--- src/rtl/ocm_seq_pkg.sv ---
// Shared constants for the OCM frame sequencer:
// FSM encoding, HPS status codes and parameter defaults.
package ocm_seq_pkg;

    localparam int N_RESULTS_DEF      = 10;
    localparam int RES_ADDR_W_DEF     = 4;
    localparam int TIMEOUT_CYCLES_DEF = 4096;

    localparam logic [2:0] S_IDLE   = 3'd0;
    localparam logic [2:0] S_LAUNCH = 3'd1;
    localparam logic [2:0] S_STREAM = 3'd2;
    localparam logic [2:0] S_DRAIN  = 3'd3;
    localparam logic [2:0] S_REPORT = 3'd4;

    localparam logic [1:0] ST_OK       = 2'd0;
    localparam logic [1:0] ST_TIMEOUT  = 2'd1;
    localparam logic [1:0] ST_OVERFLOW = 2'd2;

endpackage

--- src/rtl/seq_result_writer.sv ---
// Captures CNN result words into the result RAM, tracks the
// word count and the sticky overflow flag.
module seq_result_writer
    import ocm_seq_pkg::*;
#(
    parameter int N_RESULTS  = N_RESULTS_DEF,
    parameter int RES_ADDR_W = RES_ADDR_W_DEF
) (
    input  logic                  clk,
    input  logic                  reset,
    input  logic                  clear,
    input  logic                  active,
    input  logic                  dv,
    input  logic [7:0]            data,
    output logic                  full,
    output logic                  overflow,
    output logic [RES_ADDR_W-1:0] res_addr,
    output logic [7:0]            res_wdata,
    output logic                  res_wren,
    output logic                  res_chip,
    output logic                  res_clk_enab
);

    // One extra bit so the count can reach N_RESULTS == 2^RES_ADDR_W.
    localparam logic [RES_ADDR_W:0] FULL_CNT = (RES_ADDR_W+1)'(N_RESULTS);

    logic [RES_ADDR_W:0] result_count;
    logic                wr;

    assign full = (result_count == FULL_CNT);
    assign wr   = active && dv && !full;

    always_ff @(posedge clk) begin
        if (reset) begin
            result_count <= '0;
            overflow     <= 1'b0;
            res_addr     <= '0;
            res_wdata    <= '0;
            res_wren     <= 1'b0;
            res_chip     <= 1'b0;
            res_clk_enab <= 1'b0;
        end else begin
            res_wren     <= wr;
            res_chip     <= wr;
            res_clk_enab <= wr;
            if (wr) begin
                res_addr  <= result_count[RES_ADDR_W-1:0];
                res_wdata <= data;
            end
            if (clear) begin
                result_count <= '0;
                overflow     <= 1'b0;
            end else if (wr) begin
                result_count <= result_count + 1'b1;
            end else if (active && dv) begin
                overflow <= 1'b1;
            end
        end
    end

endmodule

--- src/rtl/ocm_frame_sequencer.sv ---
// Frame sequencer: launches the OCM pixel streamer on an HPS command,
// collects CNN results into on-chip RAM and reports frame status.
module ocm_frame_sequencer
    import ocm_seq_pkg::*;
#(
    parameter int N_RESULTS      = N_RESULTS_DEF,
    parameter int RES_ADDR_W     = RES_ADDR_W_DEF,
    parameter int TIMEOUT_CYCLES = TIMEOUT_CYCLES_DEF
) (
    input  logic                  clk,
    input  logic                  reset,
    input  logic                  hps_go,
    output logic                  hps_busy,
    output logic                  hps_done,
    output logic [1:0]            hps_status,
    output logic [15:0]           frame_count,
    output logic                  rd_start,
    input  logic                  rd_finish,
    input  logic                  cnn_out_dv,
    input  logic [7:0]            cnn_out_data,
    output logic [RES_ADDR_W-1:0] res_addr,
    output logic [7:0]            res_wdata,
    output logic                  res_wren,
    output logic                  res_chip,
    output logic                  res_clk_enab
);

    localparam int             TW      = $clog2(TIMEOUT_CYCLES + 1);
    localparam logic [TW-1:0]  TO_LAST = TW'(TIMEOUT_CYCLES - 1);

    logic [2:0]    state;
    logic [TW-1:0] timeout_count;
    logic          full;
    logic          overflow;
    logic          launch;
    logic          active;
    logic          timed_out;
    logic          ovf_now;
    logic          to_report;

    assign launch    = (state == S_LAUNCH);
    assign active    = (state == S_STREAM) || (state == S_DRAIN);
    assign timed_out = (state == S_DRAIN) && !cnn_out_dv
                       && (timeout_count == TO_LAST);
    // A word rejected in the exit cycle must still show as overflow.
    assign ovf_now   = overflow || (active && cnn_out_dv && full);
    assign to_report = (state == S_DRAIN) && (full || timed_out);

    assign rd_start = launch || (state == S_STREAM);
    assign hps_busy = launch || active;
    assign hps_done = (state == S_REPORT);

    seq_result_writer #(
        .N_RESULTS  (N_RESULTS),
        .RES_ADDR_W (RES_ADDR_W)
    ) u_writer (
        .clk          (clk),
        .reset        (reset),
        .clear        (launch),
        .active       (active),
        .dv           (cnn_out_dv),
        .data         (cnn_out_data),
        .full         (full),
        .overflow     (overflow),
        .res_addr     (res_addr),
        .res_wdata    (res_wdata),
        .res_wren     (res_wren),
        .res_chip     (res_chip),
        .res_clk_enab (res_clk_enab)
    );

    always_ff @(posedge clk) begin
        if (reset) begin
            state         <= S_IDLE;
            timeout_count <= '0;
            frame_count   <= '0;
            hps_status    <= ST_OK;
        end else begin
            case (state)
                S_IDLE:   if (hps_go && !rd_finish) state <= S_LAUNCH;
                S_LAUNCH: state <= S_STREAM;
                S_STREAM: if (rd_finish) state <= S_DRAIN;
                S_DRAIN:  if (to_report) state <= S_REPORT;
                S_REPORT: if (!hps_go) state <= S_IDLE;
                default:  state <= S_IDLE;
            endcase

            if (launch || cnn_out_dv) begin
                timeout_count <= '0;
            end else if (state == S_DRAIN) begin
                timeout_count <= timeout_count + 1'b1;
            end

            // A full frame wins over a coincident timeout.
            if (launch) begin
                hps_status <= ST_OK;
            end else if (to_report) begin
                hps_status  <= ovf_now ? ST_OVERFLOW
                             : (full ? ST_OK : ST_TIMEOUT);
                frame_count <= frame_count + 1'b1;
            end
        end
    end

endmodule

--- config.mk ---
export PLATFORM = sky130hd
export DESIGN_NAME = ocm_frame_sequencer
export DESIGN_NICKNAME = d
export VERILOG_FILES = /design/src/rtl/ocm_seq_pkg.sv /design/src/rtl/seq_result_writer.sv /design/src/rtl/ocm_frame_sequencer.sv
export SDC_FILE = /design/constraint.sdc
export NUM_CORES = 1
export LEC_CHECK = 0
export CORE_AREA = 2 2 100 102
export DETAILED_ROUTE_END_ITERATION = 10
export DIE_AREA = 0 0 102 104
export PLACE_DENSITY = 0.49
export SLEW_MARGIN = 20
export SYNTH_ARGS = -nofsm -noshare
export SYNTH_HDL_FRONTEND = slang
export SYNTH_SLANG_ARGS = --single-unit
--- constraint.sdc ---
create_clock -name clk -period 2.25 [get_ports clk]
set_input_delay 0.675 -clock clk [delete_from_list [all_inputs] [get_ports clk]]
set_output_delay 0.675 -clock clk [all_outputs]
set_load 0.1 [all_outputs]
==> flow_summary_export.csv, run 1 <==
group,metric,value,unit
timing,finalCriticalPeriod,2.19,ns
yosys,synth_seq_cells,53,
timing,grt_setup_unrepaired,"true",
timing,hold_viol_final,0,
power,cellLeakagePower,0.00116,uW
die,start_util,24.5,%
clock_network,htreeDepth,2,
cells_and_area,ff_latch_area,1070,um^2
critical_path,r2r_setup_slack,0.30,ns
global_routing,use_met1,13.4,%
cells_and_area,area_growth,35.1,%
cells_and_area,diodes,0,
timing,tns,0,ns
global_routing,first_global_vias,2035,
cells_and_area,multi_input_area,1170,um^2
die,die_h,104,um
min_path,hp-class,"flip-flop to flip-flop",
yosys,yosys-top-cells-area,"dfxtp_1 45%, a21oi_1 6.6%, nand2_1 5.6%, nor2_1 5.6%, xor2_1 4.1%",
global_routing,overflow,0,
min_path,hold_start,"u_writer.res_wdata[5]$_SDFFE_PP0P_",
critical_path,cp.arrival,2.39,ns
yosys,synthFlopType,"dfxtp_1",
die,fp.coreArea,9550,um^2
yosys,synth_cell_types,38,
timing,tightestPinTransition,0.633,ns
global_routing,antenna_found_initial,0,
yosys,synth_top_cell_area_share,45.3,%
critical_path,r2r_cells,5,
clock_network,cts_tree,"yes",
critical_path,cp-end-kind,"flip-flop",
critical_path,startpoint,"cnn_out_dv",
drt,vias,2064,
cells_and_area,fillers,1052,
clock_network,cts_made_buffers,5,
yosys,ys_seq_area_share,45.3,%
place,dp_slack,-0.255,ns
clock_network,cts.path.max_buffers,2,
global_routing,met2_usage,18.3,%
yosys,synthArstFlopShare,0,%
critical_path,critical_path.endpoint,"state[1]$_SDFFE_PP0P_",
clock_network,clk_latency,0.30,ns
die,die_area,10600,um^2
critical_path,worstSetupPathType,"input port to flip-flop",
drt,wl,5430,um
die,std_cell_rows,36,
timing,fin_crit_sh,97.2,%
clock_network,post_cts_buffers,0,
yosys,yosysWarnings,0,
critical_path,r2r_end,"frame_count[2]$_SDFFE_PP0P_",
timing,setup_viol,0,
critical_path,worst-path-max-fanout,10,
cells_and_area,layout.nets,353,
die,dieWidth,102,um
place,dpl_cell_area,3040,um^2
power,vdd_drop_max,0.240,mV
clock_network,path_clk_slew,0.10,ns
yosys,postSynthAreaPerCell,8.34,um^2
cells_and_area,post_layout_nonfiller_instances,470,
cells_and_area,drive_gt1_share,23.4,%
place,detailedPlacementHpwl,3970,um
drt,ant_nets,0,
global_routing,use_met3,2.49,%
yosys,synth_area,2340,um^2
drt,drcViolationCount,0,
clock_network,cts_root_buf,"clkbuf_8",
die,ios,49,
global_routing,grt_usage,10.7,%
power,p_total,1850,uW
timing,worst_slack,0.0638,ns
global_routing,grt_pass1_wl,9360,um
place,place_inst,462,
yosys,syn_nets,298,
flow_run,maxCapViolations,0,
yosys,synth_edf_count,0,
yosys,yosysTopAreaCell,"dfxtp_1",
global_routing,busiest_layer,"met2",
timing,fmax,0.457,GHz
timing,relSlewSlack,57.8,%
cells_and_area,post-route-cell-area,3170,um^2
critical_path,crit_path_start_kind,"input port",
status,status,"completed",
critical_path,r2r-start,"u_writer.result_count[1]$_SDFFE_PP0P_",
yosys,syn_inst,281,
place,port_buffers,48,
timing,fin_skew,0.00532,ns
drt,via_per_inst,4.39,
drt,wl_per_cell,11.6,um
global_routing,grt_max_degree,34,
clock_network,postCtsHoldBufs,0,
clock_network,clock_sink_count,53,
place,place.gp.congestion,0.742,
drt,drt-pass1-iter-count,4,
timing,drv_slew,0,
drt,drt_iter0_markers,44,
clock_network,post_cts_resize_count,0,
power,p_per_area,585,nW/um^2
critical_path,crit_required,2.46,ns
-- critical path: stages --
cell,delay [ns]
clkdlybuf4s50_1,0.48
nand4bb_1,0.18
nor3_2,0.06
a21oi_1,0.53
buf_4,0.23
nor2_1,0.04
nor4_1,0.19
-- kinds of logic (layout without fill, tap and decap cells) --
logic type / after synthesis / after routing / share of synthesized area [%]
flops: 53 / 53 / 45.3
buf+inv: 25 / 81 / 5.18
compound gates: 53 / 53 / 12.5
xor+xnor: 18 / 18 / 6.73
simple gates: 128 / 128 / 28.2
fa+ha+maj: 4 / 4 / 2.14
-- layout by cell type, fill, tap and decap left out, types with 2 or more instances in the layout --
cell type / Yosys / routed
nand3b_1: 2 / 2
buf_4: 3 / 47
or4_1: 3 / 3
nor3_1: 5 / 4
nor2_1: 35 / 33
or3_1: 13 / 13
clkdlybuf4s50_1: 0 / 12
xnor2_1: 7 / 7
or2_2: 3 / 3
nor2_2: 0 / 2
o31ai_1: 3 / 3
inv_1: 7 / 7
nand2_1: 35 / 35
ha_1: 4 / 4
dfxtp_2: 0 / 7
nand4bb_1: 2 / 2
dfxtp_1: 53 / 46
clkbuf_8: 0 / 6
nand4_1: 5 / 5
nor3b_1: 2 / 2
nand3_1: 10 / 10
and3_1: 3 / 3
a21oi_1: 31 / 31
xor2_1: 11 / 11
buf_12: 0 / 7
nor4_1: 4 / 4
o21ai_0: 12 / 12
-- through the flow --
stage / hold slack (ns) / util [%]
floorplan: 0.425 / -
global placement: 0.442 / 31.9
detailed placement: 0.450 / 31.9
CTS: 0.465 / 33.1
global route: 0.485 / 33.2
finish: 0.460 / 33.2
-- synth_stat cells (4+ instances only) --
library cell	n
nor4_1	4
inv_1	7
a21oi_1	31
xor2_1	11
nand3_1	10
xnor2_1	7
ha_1	4
dfxtp_1	53
nor3_1	5
clkbuf_1	12
nor2_1	35
or3_1	13
nand4_1	5
nand2_1	35
o21ai_0	12
-- final cells by class --
cell class | count | area share (%)
inverters | 7 | 0.830
clock buffers | 6 | 2.61
multi-input cells | 203 | 37.0
flip-flops and latches | 53 | 33.8
well taps | 133 | 5.25
clock inverters | 2 | 1.19
repair buffers | 66 | 19.4
-- routing by layer --
metal  share of wire, %  vias up
li1                   -     1077
met1                 49      959
met2                 47       23
met3                3.1        5
met4                1.0        0
met5                  0        -
-- worst min path at each step --
stage / slack (ns) / to / cells after the start
3_5_place_dp: 0.45 / hps_status[0]$_SDFFE_PP0P_ / 1
2_1_floorplan: 0.43 / hps_status[0]$_SDFFE_PP0P_ / 1
3_3_place_gp: 0.44 / hps_status[0]$_SDFFE_PP0P_ / 1
5_1_grt: 0.48 / hps_status[0]$_SDFFE_PP0P_ / 1
4_1_cts: 0.47 / u_writer.res_addr[1]$_SDFFE_PP0P_ / 2
6_report: 0.46 / u_writer.res_wdata[5]$_SDFFE_PP0P_ / 2
-- state kept, by name (all words and copies together) (netlist names) --
name,cells
u_writer.res_addr,4
u_writer.result_count,5
state,3
frame_count,16
timeout_count,13
hps_status,2
u_writer.overflow,1
u_writer.res_wren,1
u_writer.res_wdata,8
-- power breakdown --
group	internal [uW]	switching [uW]
registers	948	8.61
logic	74.0	147
clock network	362	314
(Power assumes the default switching activity.)
==> run 2: changes to the inputs <==
Settings changed: SETUP_SLACK_MARGIN set to 0.1, TNS_END_PERCENT set to 5.
==> flow_summary_export.csv, run 2 (synthesis gave the netlist of run 1 again) <==
group,metric,value,unit
status,status,"completed",
critical_path,path_delay_family,"simple AND/OR/NAND/NOR gates",
flow_run,maxCapViolations,0,
power,cellLeakagePower,0.00114,uW
die,std_cell_rows,36,
critical_path,crit_path_start_kind,"flip-flop",
clock_network,cts_tree,"yes",
drt,routed.top_layer,"met4",
power,swShare,26.9,%
place,place_inst,457,
clock_network,cts.path.max_buffers,2,
drt,drcViolationCount,0,
critical_path,startpoint,"state[1]$_SDFFE_PP0P_",
min_path,hp-class,"flip-flop to flip-flop",
clock_network,path_clk_slew,0.10,ns
place,port_buffers,48,
timing,hold_viol_final,0,
critical_path,cp-end-kind,"primary output",
drt,wl_met1,2550,um
drt,drt-pass1-iter-count,4,
drt,via_per_inst,4.36,
critical_path,path_cells,"buf_4 -> nor2_1 -> and2_1 -> buf_12",
power,pwr-share-clk,32.0,%
power,vdd_drop_max,0.282,mV
timing,drv_slew,0,
timing,fmax,0.483,GHz
global_routing,grt_max_degree,34,
place,place.gp.congestion,0.710,
power,comb_power_share,12.5,%
timing,setup_viol,0,
critical_path,slowest_stage,"dfxtp_1",
power,p_per_area,544,nW/um^2
timing,finalCriticalPeriod,2.07,ns
clock_network,cts_root_buf,"clkbuf_8",
cells_and_area,final_cell_mix,"53 x dfxtp_1, 37 x buf_4, 35 x nand2_1",
clock_network,htreeDepth,2,
die,dieWidth,102,um
power,seqPwrFrac,55.4,%
die,ios,49,
critical_path,worst-path-max-fanout,9,
power,p_sw,465,uW
timing,relSlewSlack,69.3,%
critical_path,worstSetupPathType,"flip-flop to primary output",
die,start_util,24.5,%
die,die_h,104,um
global_routing,grt_pass1_wl,9180,um
clock_network,clk_latency,0.31,ns
cells_and_area,post_layout_nonfiller_instances,464,
critical_path,crit_required,1.57,ns
cells_and_area,layout_commonest_cell,"dfxtp_1",
timing,fin_skew,0.0127,ns
global_routing,grt_usage,10.5,%
clock_network,clock_sink_count,53,
drt,wl_met2,2490,um
global_routing,overflow,0,
power,p_int,1260,uW
critical_path,cp.depth,4,
cells_and_area,diodes,0,
place,detailedPlacementHpwl,3780,um
critical_path,r2r_setup_slack,0.22,ns
drt,drt_iter0_markers,83,
critical_path,r2r-start,"timeout_count[0]$_SDFFE_PP0N_",
critical_path,cp.arrival,1.39,ns
drt,ant_nets,0,
cells_and_area,drive_gt1_share,20.5,%
timing,fin_crit_sh,91.9,%
timing,grt_setup_unrepaired,"true",
die,die_area,10600,um^2
global_routing,antenna_found_initial,0,
cells_and_area,largest_reg_flops,16,
critical_path,r2r_cells,6,
drt,wl_met3,175,um
cells_and_area,area_growth,35.6,%
cells_and_area,top_register,"frame_count",
clock_network,cts_made_buffers,5,
drt,wl_per_cell,11.4,um
timing,tightestPinTransition,0.461,ns
critical_path,path_buf_inv,2,
cells_and_area,layout.nets,348,
critical_path,r2r_end,"frame_count[15]$_SDFFE_PP0P_",
cells_and_area,top_regs,"frame_count (16), timeout_count (13), u_writer.res_wdata (8)",
drt,wl,5280,um
critical_path,slowest_delay,0.34,ns
global_routing,first_global_vias,1928,
die,fp.coreArea,9550,um^2
critical_path,critical_path.endpoint,"hps_done",
timing,holdWs,0.454,ns
drt,vias,2021,
-- run 2: timing repair --
| action | 4_1_cts | 5_1_grt |
|---|---|---|
| endpoints found under the setup margin | 4 | 4 |
| setup buffers | 0 | 0 |
| hold buffers | 0 | 0 |
| gates resized for setup | 4 | 1 |
-- run 2: power groups by stage --
stage	clock [uW]	combinational (uW)	sequential [uW]
2_1_floorplan	0	104	1020
5_1_grt	619	230	960
3_3_place_gp	0	218	980
3_5_place_dp	0	218	980
6_report	554	216	958
4_1_cts	580	218	958
-- run 2: final cells by class --
class	instances	area [um^2]
multi-input combinational	203	1200
inverter	7	26.3
clock buffer	6	82.6
fill	1027	6370
tap	133	166
timing repair buffer	61	637
sequential	53	1060
clock inverter	1	7.51
-- run 2: how the worst min path moves through the flow --
stage	start	end	slack [ns]	cells after the start
after floorplan	u_writer.overflow$_SDFFE_PP0P_	hps_status[0]$_SDFFE_PP0P_	0.43	1
after global placement	u_writer.overflow$_SDFFE_PP0P_	hps_status[0]$_SDFFE_PP0P_	0.44	1
after detailed placement	u_writer.overflow$_SDFFE_PP0P_	hps_status[0]$_SDFFE_PP0P_	0.44	1
after CTS	u_writer.overflow$_SDFFE_PP0P_	hps_status[0]$_SDFFE_PP0P_	0.46	1
after global routing	u_writer.overflow$_SDFFE_PP0P_	hps_status[0]$_SDFFE_PP0P_	0.47	1
final	u_writer.overflow$_SDFFE_PP0P_	hps_status[0]$_SDFFE_PP0P_	0.45	1
-- run 2: metal layers --
layer	vias to the layer above	global-route usage [%]
met4	0	3.43
met5	-	0
li1	1063	-
met1	926	14.0
met3	5	2.15
met2	27	16.9
-- run 2: worst reg2reg max path: stages (launching register included) --
cell and delay, ns:
dfxtp_1 0.38, ha_1 0.18, nand3_1 0.19, nor4_4 0.39, a21oi_2 0.20, or4_1 0.49, a21oi_1 0.14
-- run 2: stage by stage --
| stage | power [uW] | utilization (%) | TNS [ns] | worst slack [ns] | instance area [um^2] |
|---|---|---|---|---|---|
| floorplan | 1120 | - | -0.926 | -0.204 | 2350 |
| global placement | 1200 | 32.0 | -3.32 | -0.305 | 3060 |
| detailed placement | 1200 | 32.0 | -3.70 | -0.318 | 3060 |
| CTS | 1760 | 33.2 | 0 | 0.160 | 3170 |
| global route | 1810 | 33.3 | 0 | 0.0521 | 3180 |
| finish | 1730 | 33.3 | 0 | 0.182 | 3180 |
